File: src/rtl/ppu_sched_pkg.sv
// Shared types and constants for the frame-coherent sprite write scheduler.
// Latency: n/a (declarations only).
// Backpressure: n/a.
package ppu_sched_pkg;

  typedef enum logic [1:0] {
    WAIT_VBLANK = 2'd0,
    DRAIN       = 2'd1,
    HOLD        = 2'd2
  } sched_state_t;

  localparam logic [2:0] ADDR_ENQ = 3'd0;
  localparam logic [2:0] ADDR_CLR = 3'd1;

  // Target layer id lives in the top bits of the Avalon write word.
  localparam int ID_MSB = 31;
  localparam int ID_LSB = 27;
  localparam int ID_W   = ID_MSB - ID_LSB + 1;

  localparam int V_ACTIVE_DEFAULT = 480;

endpackage

File: src/rtl/sprite_wr_fifo.sv
// Synchronous FIFO holding queued sprite writes; pop_data is registered.
// Latency: pop at edge N presents the word on pop_data after edge N; push visible in count after edge.
// Backpressure: none internally; caller must not push when full or pop when empty.
// Ports: clk/reset (sync, active-high), push/push_data, pop/pop_data, count (0..DEPTH), empty, full.
module sprite_wr_fifo #(
  parameter int DEPTH = 16,
  parameter int WIDTH = 32
) (
  input  logic                     clk,
  input  logic                     reset,
  input  logic                     push,
  input  logic [WIDTH-1:0]         push_data,
  input  logic                     pop,
  output logic [WIDTH-1:0]         pop_data,
  output logic [$clog2(DEPTH):0]   count,
  output logic                     empty,
  output logic                     full
);

  localparam int AW = $clog2(DEPTH);
  localparam int CW = AW + 1;

  logic [WIDTH-1:0] mem [DEPTH];
  logic [AW-1:0]    wptr;
  logic [AW-1:0]    rptr;

  // Storage needs no reset; only pointers and count define validity.
  always_ff @(posedge clk) begin
    if (push) begin
      mem[wptr] <= push_data;
    end
  end

  always_ff @(posedge clk) begin
    if (reset) begin
      wptr     <= '0;
      rptr     <= '0;
      count    <= '0;
      pop_data <= '0;
    end else begin
      if (push) begin
        wptr <= wptr + AW'(1);
      end
      if (pop) begin
        rptr     <= rptr + AW'(1);
        pop_data <= mem[rptr];
      end
      // Simultaneous push and pop leave the occupancy unchanged.
      if (push && !pop) begin
        count <= count + CW'(1);
      end else if (pop && !push) begin
        count <= count - CW'(1);
      end
    end
  end

  assign empty = (count == '0);
  assign full  = (count == CW'(DEPTH));

endmodule

File: src/rtl/ppu_sprite_sched.sv
// Queues host sprite writes during active video and releases them as one-hot layer strobes in vblank.
// Latency: pop-to-strobe 1 cycle; first strobe 2 cycles after vcount reaches V_ACTIVE.
// Backpressure: none to host; writes are dropped (sticky overflow/bad_id) when full or id invalid.
// Ports: Avalon slave (writedata/write/chipselect/address), VGA counters (hcount/vcount),
//        sprite_we/sprite_wdata to display modules, fifo_count/overflow/bad_id/frame_count status.
module ppu_sprite_sched
  import ppu_sched_pkg::*;
#(
  parameter int NUM_SPRITES = 20,
  parameter int DEPTH       = 16,
  parameter int V_ACTIVE    = V_ACTIVE_DEFAULT
) (
  input  logic                     clk,
  input  logic                     reset,
  input  logic [31:0]              writedata,
  input  logic                     write,
  input  logic                     chipselect,
  input  logic [2:0]               address,
  input  logic [9:0]               hcount,
  input  logic [9:0]               vcount,
  output logic [NUM_SPRITES-1:0]   sprite_we,
  output logic [31:0]              sprite_wdata,
  output logic [$clog2(DEPTH):0]   fifo_count,
  output logic                     overflow,
  output logic                     bad_id,
  output logic [15:0]              frame_count
);

  localparam int CW = $clog2(DEPTH) + 1;

  sched_state_t     state, state_nxt;
  logic [CW-1:0]    budget;
  logic             vblank, vblank_d, vblank_start;
  logic             enq, clr, id_ok, push, pop, pop_q;
  logic             fifo_empty, fifo_full;
  logic [31:0]      fifo_rd;
  logic [ID_W-1:0]  wr_id, rd_id;
  logic             unused_hcount;

  // hcount is carried on the port for debug visibility only.
  assign unused_hcount = ^hcount;

  assign vblank       = (vcount >= 10'(V_ACTIVE));
  assign vblank_start = vblank & ~vblank_d;

  assign enq   = write & chipselect & (address == ADDR_ENQ);
  assign clr   = write & chipselect & (address == ADDR_CLR);
  assign wr_id = writedata[ID_MSB:ID_LSB];
  assign id_ok = (32'(wr_id) < 32'(NUM_SPRITES));
  // Full is judged on the registered count, so a same-cycle pop does not make room.
  assign push  = enq & id_ok & ~fifo_full;

  sprite_wr_fifo #(.DEPTH(DEPTH), .WIDTH(32)) u_fifo (
    .clk       (clk),
    .reset     (reset),
    .push      (push),
    .push_data (writedata),
    .pop       (pop),
    .pop_data  (fifo_rd),
    .count     (fifo_count),
    .empty     (fifo_empty),
    .full      (fifo_full)
  );

  always_ff @(posedge clk) begin
    if (reset) begin
      state <= WAIT_VBLANK;
    end else begin
      state <= state_nxt;
    end
  end

  always_comb begin
    state_nxt = state;
    pop       = 1'b0;
    case (state)
      WAIT_VBLANK: begin
        if (vblank_start) state_nxt = DRAIN;
      end
      DRAIN: begin
        // Leaving vblank early abandons the budget; queued words wait for next frame.
        if (!vblank) begin
          state_nxt = WAIT_VBLANK;
        end else if (budget == '0) begin
          state_nxt = HOLD;
        end else if (!fifo_empty) begin
          pop = 1'b1;
        end
      end
      HOLD: begin
        if (!vblank) state_nxt = WAIT_VBLANK;
      end
      default: state_nxt = WAIT_VBLANK;
    endcase
  end

  // Budget snapshots occupancy at vblank start, so writes landing during vblank are deferred.
  always_ff @(posedge clk) begin
    if (reset) begin
      budget      <= '0;
      vblank_d    <= 1'b0;
      frame_count <= '0;
      pop_q       <= 1'b0;
    end else begin
      vblank_d <= vblank;
      pop_q    <= pop;
      if (state == WAIT_VBLANK && vblank_start) begin
        budget <= fifo_count;
      end else if (pop) begin
        budget <= budget - CW'(1);
      end
      if (vblank_start) begin
        frame_count <= frame_count + 16'd1;
      end
    end
  end

  // Set beats clear when both occur in the same cycle.
  always_ff @(posedge clk) begin
    if (reset) begin
      overflow <= 1'b0;
      bad_id   <= 1'b0;
    end else begin
      if (enq && !id_ok) begin
        bad_id <= 1'b1;
      end else if (clr) begin
        bad_id <= 1'b0;
      end
      if (enq && id_ok && fifo_full) begin
        overflow <= 1'b1;
      end else if (clr) begin
        overflow <= 1'b0;
      end
    end
  end

  // Strobe follows the registered FIFO read word; wdata holds between strobes.
  assign rd_id        = fifo_rd[ID_MSB:ID_LSB];
  assign sprite_wdata = fifo_rd;

  always_comb begin
    sprite_we = '0;
    for (int i = 0; i < NUM_SPRITES; i++) begin
      sprite_we[i] = pop_q && (rd_id == ID_W'(i));
    end
  end

endmodule
File: config.mk
export PLATFORM = sky130hd
export DESIGN_NAME = ppu_sprite_sched
export DESIGN_NICKNAME = d
export VERILOG_FILES = /design/src/rtl/ppu_sched_pkg.sv /design/src/rtl/sprite_wr_fifo.sv /design/src/rtl/ppu_sprite_sched.sv
export SDC_FILE = /design/constraint.sdc
export NUM_CORES = 1
export LEC_CHECK = 0
export ABC_AREA = 0
export CAP_MARGIN = 20
export CORE_MARGIN = 3
export CORE_UTILIZATION = 39
export CTS_CLUSTER_DIAMETER = 80
export DETAILED_ROUTE_END_ITERATION = 8
export DONT_BUFFER_PORTS = 1
export PLACE_DENSITY = 0.57
export RECOVER_POWER = 100
export SYNTH_ARGS = -nofsm -noshare
export SYNTH_HDL_FRONTEND = slang
export SYNTH_SLANG_ARGS = --single-unit
File: constraint.sdc
create_clock -name clk -period 4.8 [get_ports clk]
set_input_delay 0.24 -clock clk [delete_from_list [all_inputs] [get_ports clk]]
set_output_delay 0.24 -clock clk [all_outputs]
set_load 0.05 [all_outputs]
# [Word level (Yosys, flattened, before mapping)]
# Memory sizes are Yosys's and may differ from the RTL's. A register that Yosys moved wholly into a read port is not among the register bits.
# Index checks and enable logic that the tools add are counted.
[op_classes] addsub=6 mul=0 div_mod_pow=0 order_cmp=2 eq_ne=26 shifts=0 n_mux=18 bitwise_logic=8 n_reduce_logical=39
[ops] cell="equality test 5 x 4 -> 1 bit, second input constant" n=8
[ops] cell="logical AND 1 bit" n=26
[ops] cell="equality test 5 bit, second input constant" n=5
[ops] cell="equality test 5 x 3 -> 1 bit, second input constant" n=4
[ops] cell="two-way mux 5 bit" n=4
[ops] cell="adder 16 x 1 -> 16 bit, second input constant" n=1
[ops] cell="logical NOT 5 bit" n=3
[ops] cell="equality test 5 x 2 -> 1 bit, second input constant" n=2
[ops] cell="greater-or-equal comparator 10 x 9 -> 1 bit, second input constant" n=1
[ops] cell="subtractor 5 x 1 -> 5 bit, second input constant" n=2
[ops] cell="two-way mux 1 bit" n=9
[ops] cell="adder 4 x 1 -> 4 bit, second input constant" n=2
[ops] cell="two-way mux 2 bit" n=4
[ops] cell="nonzero test 2 bit" n=4
[ops] cell="bitwise AND 1 bit" n=6
[ops] cell="one-hot mux 2 bit (3 select lines)" n=1
[ops] cell="adder 5 x 1 -> 5 bit, second input constant" n=1
[ops] cell="equality test 5 x 1 -> 1 bit, second input constant" n=1
[ops] cell="less-than comparator 5 bit, second input constant" n=1
[ops] cell="!= test 2 bit, second input constant" n=2
[ops] cell="equality test 3 x 1 -> 1 bit, second input constant" n=1
[ops] cell="logical NOT 1 bit" n=3
[ops] cell="logical NOT 3 bit" n=1
[ops] cell="!= test 3 bit, second input constant" n=1
[ops] cell="5 further kinds" n=6
[word_totals] register_bits=40 latch_bits=0 ramBits=512 mem_bits_ro=0 output_inout_bits=75 n_memories=1
[memory_table] memory="u_fifo.mem" words=16 width=32 rd=1 rd_ports_with_merged_regs=1 wr=1 line_no="sprite_wr_fifo.sv:23" source="logic [WIDTH-1:0] mem [DEPTH];"

# [Depth between registers and ports, before layout]
[depth] word_depth=8 mapped_depth=11 ltp_nobuf=11

# [Cells and area by module]
# A second synthesis with hierarchy kept.
[hier_totals] cells_unflattened=1413 area_unflattened_um2=22975.8
[by_module_without_submodules] module="sprite_wr_fifo" n_inst=1 cells_each=1231 area_each_um2=21521.9 seq_area_each_um2=16275.6
[by_module_without_submodules] module="ppu_sprite_sched" n_inst=1 cells_each=182 area_each_um2=1453.9 seq_area_each_um2=540.5

# [Least setup slack after synthesis]
# Ideal clock, no wire load.
[synth_timing] path_type="register to register" from="register u_fifo.count[0]" to="memory u_fifo.mem[0][0], enable pin" setup_time_ns=0.461 arrival_ns=3.977 required_time_ns=4.339 path_slack_ns=0.362 stages_incl_launch_ff=6 path_buffers=1 path_cell_list="dfxtp_1 nor4_2 a2111oi_0 buf_2 nand2_1 nor3_1"
[synth_between] elab_chain_cells=5
[synth_rtl] item="start: declaration" line_no="sprite_wr_fifo.sv:15" source="output logic [$clog2(DEPTH):0] count,"
[synth_rtl] item="start signal: assignment" line_no="sprite_wr_fifo.sv:50" source="count <= count + CW'(1);"
[synth_rtl] item="start signal: assignment" line_no="sprite_wr_fifo.sv:52" source="count <= count - CW'(1);"
[synth_rtl] item="equality test 5 bit" line_no="sprite_wr_fifo.sv:58" source="assign full = (count == CW'(DEPTH));"
[synth_rtl] item="NOT 1 bit" line_no="ppu_sprite_sched.sv:51" source="assign push = enq & id_ok & ~fifo_full;"
[synth_rtl] item="bitwise AND 1 bit" line_no="ppu_sprite_sched.sv:51"
[synth_rtl] item="via push" line_no="ppu_sprite_sched.sv:34" source="logic enq, clr, id_ok, push, pop, pop_q;"
[synth_rtl] item="two-way mux 1 bit" line_no="sprite_wr_fifo.sv:29" source="if (push) begin"
[synth_rtl] item="two-way mux 1 bit (not written as such)" line_no="sprite_wr_fifo.sv:30" source="mem[wptr] <= push_data;"
[synth_rtl] item="end: declaration" line_no="sprite_wr_fifo.sv:23"
# The timed path passes the listed nets, and every way through them passes these cells.

# [Worst setup path in the final report]
[layout_timing] from="register u_fifo.count[2]" to="memory u_fifo.mem[9][17], enable pin"
[layout_between] elab_chain_cells=5
[layout_rtl] item="equality test 5 bit" line_no="sprite_wr_fifo.sv:58"
[layout_rtl] item="NOT 1 bit" line_no="ppu_sprite_sched.sv:51"
[layout_rtl] item="bitwise AND 1 bit" line_no="ppu_sprite_sched.sv:51"
[layout_rtl] item="two-way mux 1 bit" line_no="sprite_wr_fifo.sv:29"
[layout_rtl] item="two-way mux 1 bit (not written as such)" line_no="sprite_wr_fifo.sv:30"
# Every way passes these cells.

==> results by group <==
Logic synthesis
  – Area leader, netlist: edfxtp_1
  – Share of synthesized registers carrying an async set or reset: 0%
  – Most common cell in the netlist: edfxtp_1
  – Syn_nets: 1250
  – Register area share after synthesis: 74.0%
  – EDFF count, synth: 512
  – Top post-synthesis cells by area: edfxtp_1, mux4_2, dfxtp_1, mux2_2, mux2i_1
  – Dominant synthesized flop cell: edfxtp_1
  – Synth unique cells: 55
  – Yosys reg bits: 584
  – Mapped cell area: 22700 um^2
  – Post-synth top cells: edfxtp_1, mux4_2, dfxtp_1, nor2_1
  – Mapped Cells: 1178
  – Synthesis Warnings: 0
  – Mean post-synth cell area: 19.3 um^2
  – Post-synth top area share: 67.6%

STA
  – Hold Vio Cnt, Final: 0
  – Final Skew: 36.4 ps
  – Max-slew violations: 22
  – Max frequency: 257 MHz
  – TNS Setup: 0 ps
  – Slew headroom: -1.06%
  – Tmin final: 3880 ps
  – Worst-margin pin slew: 1520 ps
  – RSZ-0062 raised after global routing: false
  – Period utilization: 80.9%
  – Hold slack final: 88.1 ps
  – Final setup fails: 0

Power
  – Cell Int Power: 0.00814 W
  – Sw Share: 20.0%
  – Max IR drop VDD: 267 uV
  – Logic pwr share: 1.5%
  – Sequential fraction of design power: 54.5%
  – Clock Power Share: 44.0%
  – Pwr/cell area: 390 nW/um^2
  – LEAKAGE: 7.81 nW
  – Sw Pwr: 0.00204 W

Placed design
  – GP Congestion: 0.691
  – # port buffers: 0
  – Post-DP HPWL: 28000 um
  – Placed cell areas: 24000 um^2

Final layout
  – Fin util: 45.8%
  – P&R area growth vs syn: 14.8%
  – Final instance area: 26100 um^2
  – Fin nets: 1333
  – Share of layout cells above drive strength 1: 22.8%

Min path
  – Hold/Removal Path Class: input pin to flop

Worst setup path
  – CP Launch Type: flop
  – Endpoint class of the critical path: flop
  – WP data required: 5100 ps
  – CP arrival: 4180 ps
  – Worst-path fanout max: 18
  – Critical path class: flop to flop
  – Crit path cell chain: clkbuf_1, nor4_1, a2111oi_2, buf_4, nand2_1, nor2_2, buf_4
  – Most frequent CP cell: buf_4
  – CP peak stage delay: 1080 ps
  – Cell at the slowest stage of the critical path: nor2_2

Clock tree
  – TritonCTS clock tree: yes
  – Buffer count from post-CTS setup fixing: 0
  – Clock root buffer: clkbuf_16
  – # clock sinks: 584
  – Num CTS Buffers: 61
  – Worst-path clk slew: 60 ps
  – Clock latency on the worst-skew pair: 630 ps
  – Clock buffer depth: 3
  – H-tree levels: 2

Routing
  – Total number of vias: 11100
  – DRC Markers: 0
  – Initial drt markers: 671
  – DRT Wirelength: 49700 um
  – Wire length per cell: 24.0 um
  – Post-DRT Antenna Nets: 0
  – Routed vias/inst: 5.37
  – Drt first pass iters: 5

Floorplanning
  – Initial Util: 39.9%
  – Die Width: 247 um
  – # rows: 87
  – Core area: 57000 um^2
  – Num ports: 134
  – Die height: 247 um
  – Die ar.: 61200 um^2

GRT
  – Vias in the first global route: 11600
  – Pin count of the biggest net entering global routing: 54
  – Global Route Usage Sum: 16.4%
  – First-pass GRT wire length: 74800 um
  – Antenna violations before repair: 4
  – GR Overflow Total: 0

Status
  – Outcome: finished, violations left
  – Failing checks: max-capacitance violations, max-slew violations

Run
  – Max-cap violation count: 4
==> per-layer routing <==
metal / wire length (um) / part of all wire, % / up-vias / global-route usage [%]
met4: 1040 / 2.1 / 4 / 4.53
met1: 21400 / 43 / 5855 / 22.0
met5: 30 / 0.060 / - / 0
met3: 2370 / 4.8 / 80 / 3.19
li1: - / - / 4970 / -
met2: 24900 / 50 / 218 / 27.6
==> layout by cell type, fill, tap and decap left out, drive strengths merged, types with 19 or more instances in the layout <==
cell type,count
edfxtp,512
mux4,128
clkbuf,110
dfxtp,72
nor2,53
inv,46
nand3,46
mux2,37
mux2i,36
dlygate4sd3,36
o221ai,33
clkinv,30
buf,20
nand2,19
==> critical path, delay by kind of cell, from the launching register on <==
| family | cells | cell delay (ps) |
|---|---|---|
| flops | 1 | 300 |
| buf+inv | 3 | 1260 |
| compound gates | 1 | 420 |
| simple gates | 3 | 1570 |
==> cell type report <==
type	count	area, um^2
diodes	2	5.00
clock buffers	82	1660
clock inverters	33	275
fillers	4868	30900
inverters	47	176
multi-input cells	483	5530
flip-flops and latches	584	16800
well taps	756	946
repair buffers	84	692
==> cells by family (layout without fill, tap and decap cells) <==
group / after synthesis / in the layout / synth area share [%]
xor+xnor: 12 / 12 / 0.462
fa+ha+maj: 13 / 13 / 0.748
other cells: 0 / 2 / 0
buf+inv: 111 / 246 / 2.11
mux: 201 / 201 / 16.1
flops: 584 / 584 / 74.0
compound gates: 87 / 87 / 2.93
simple gates: 170 / 170 / 3.69
==> metrics by stage <==
stage	cells	total power (W)	setup slack, ps
2_1_floorplan	1178	0.00570	362
3_3_place_gp	1916	0.00572	1320
3_5_place_dp	1917	0.00573	1330
4_1_cts	2069	0.0103	1320
5_1_grt	2071	0.0105	624
6_report	2071	0.0102	916
==> repair_timing <==
action / in CTS / in global routing
hold endpoints to repair: 551 / 0
gates resized for setup: 0 / 0
hold buffers: 37 / 0
==> state kept, by name, summed over array words and instances (netlist names) <==
register / flops
u_fifo.mem: 512
u_fifo.pop_data: 32
frame_count: 16
budget: 5
u_fifo.count: 5
u_fifo.rptr: 4
u_fifo.wptr: 4
state: 2
bad_id: 1
overflow: 1
pop_q: 1
vblank_d: 1
==> worst paths after layout <==
kind | depth (start not counted) | to | slack, ps | startpoint
worst max-delay path | 7 | u_fifo.mem[9][17] | 920 | u_fifo.count[2]
worst min-delay path | 3 | bad_id | 90 | write
worst max register to register | 7 | u_fifo.mem[9][17] | 920 | u_fifo.count[2]
worst min register to register | 2 | u_fifo.rptr[3] | 480 | u_fifo.rptr[3]
==> power groups by stage <==
stage	Combinational [W]	Clock [W]	Sequential, W
after floorplan	0.0000538	0	0.00565
after global placement	0.0000734	0	0.00565
after detailed placement	0.0000745	0	0.00565
after CTS	0.000162	0.00463	0.00554
after global routing	0.000175	0.00482	0.00554
final	0.000156	0.00448	0.00554
Note: power is estimated with default switching activity, not from simulation.
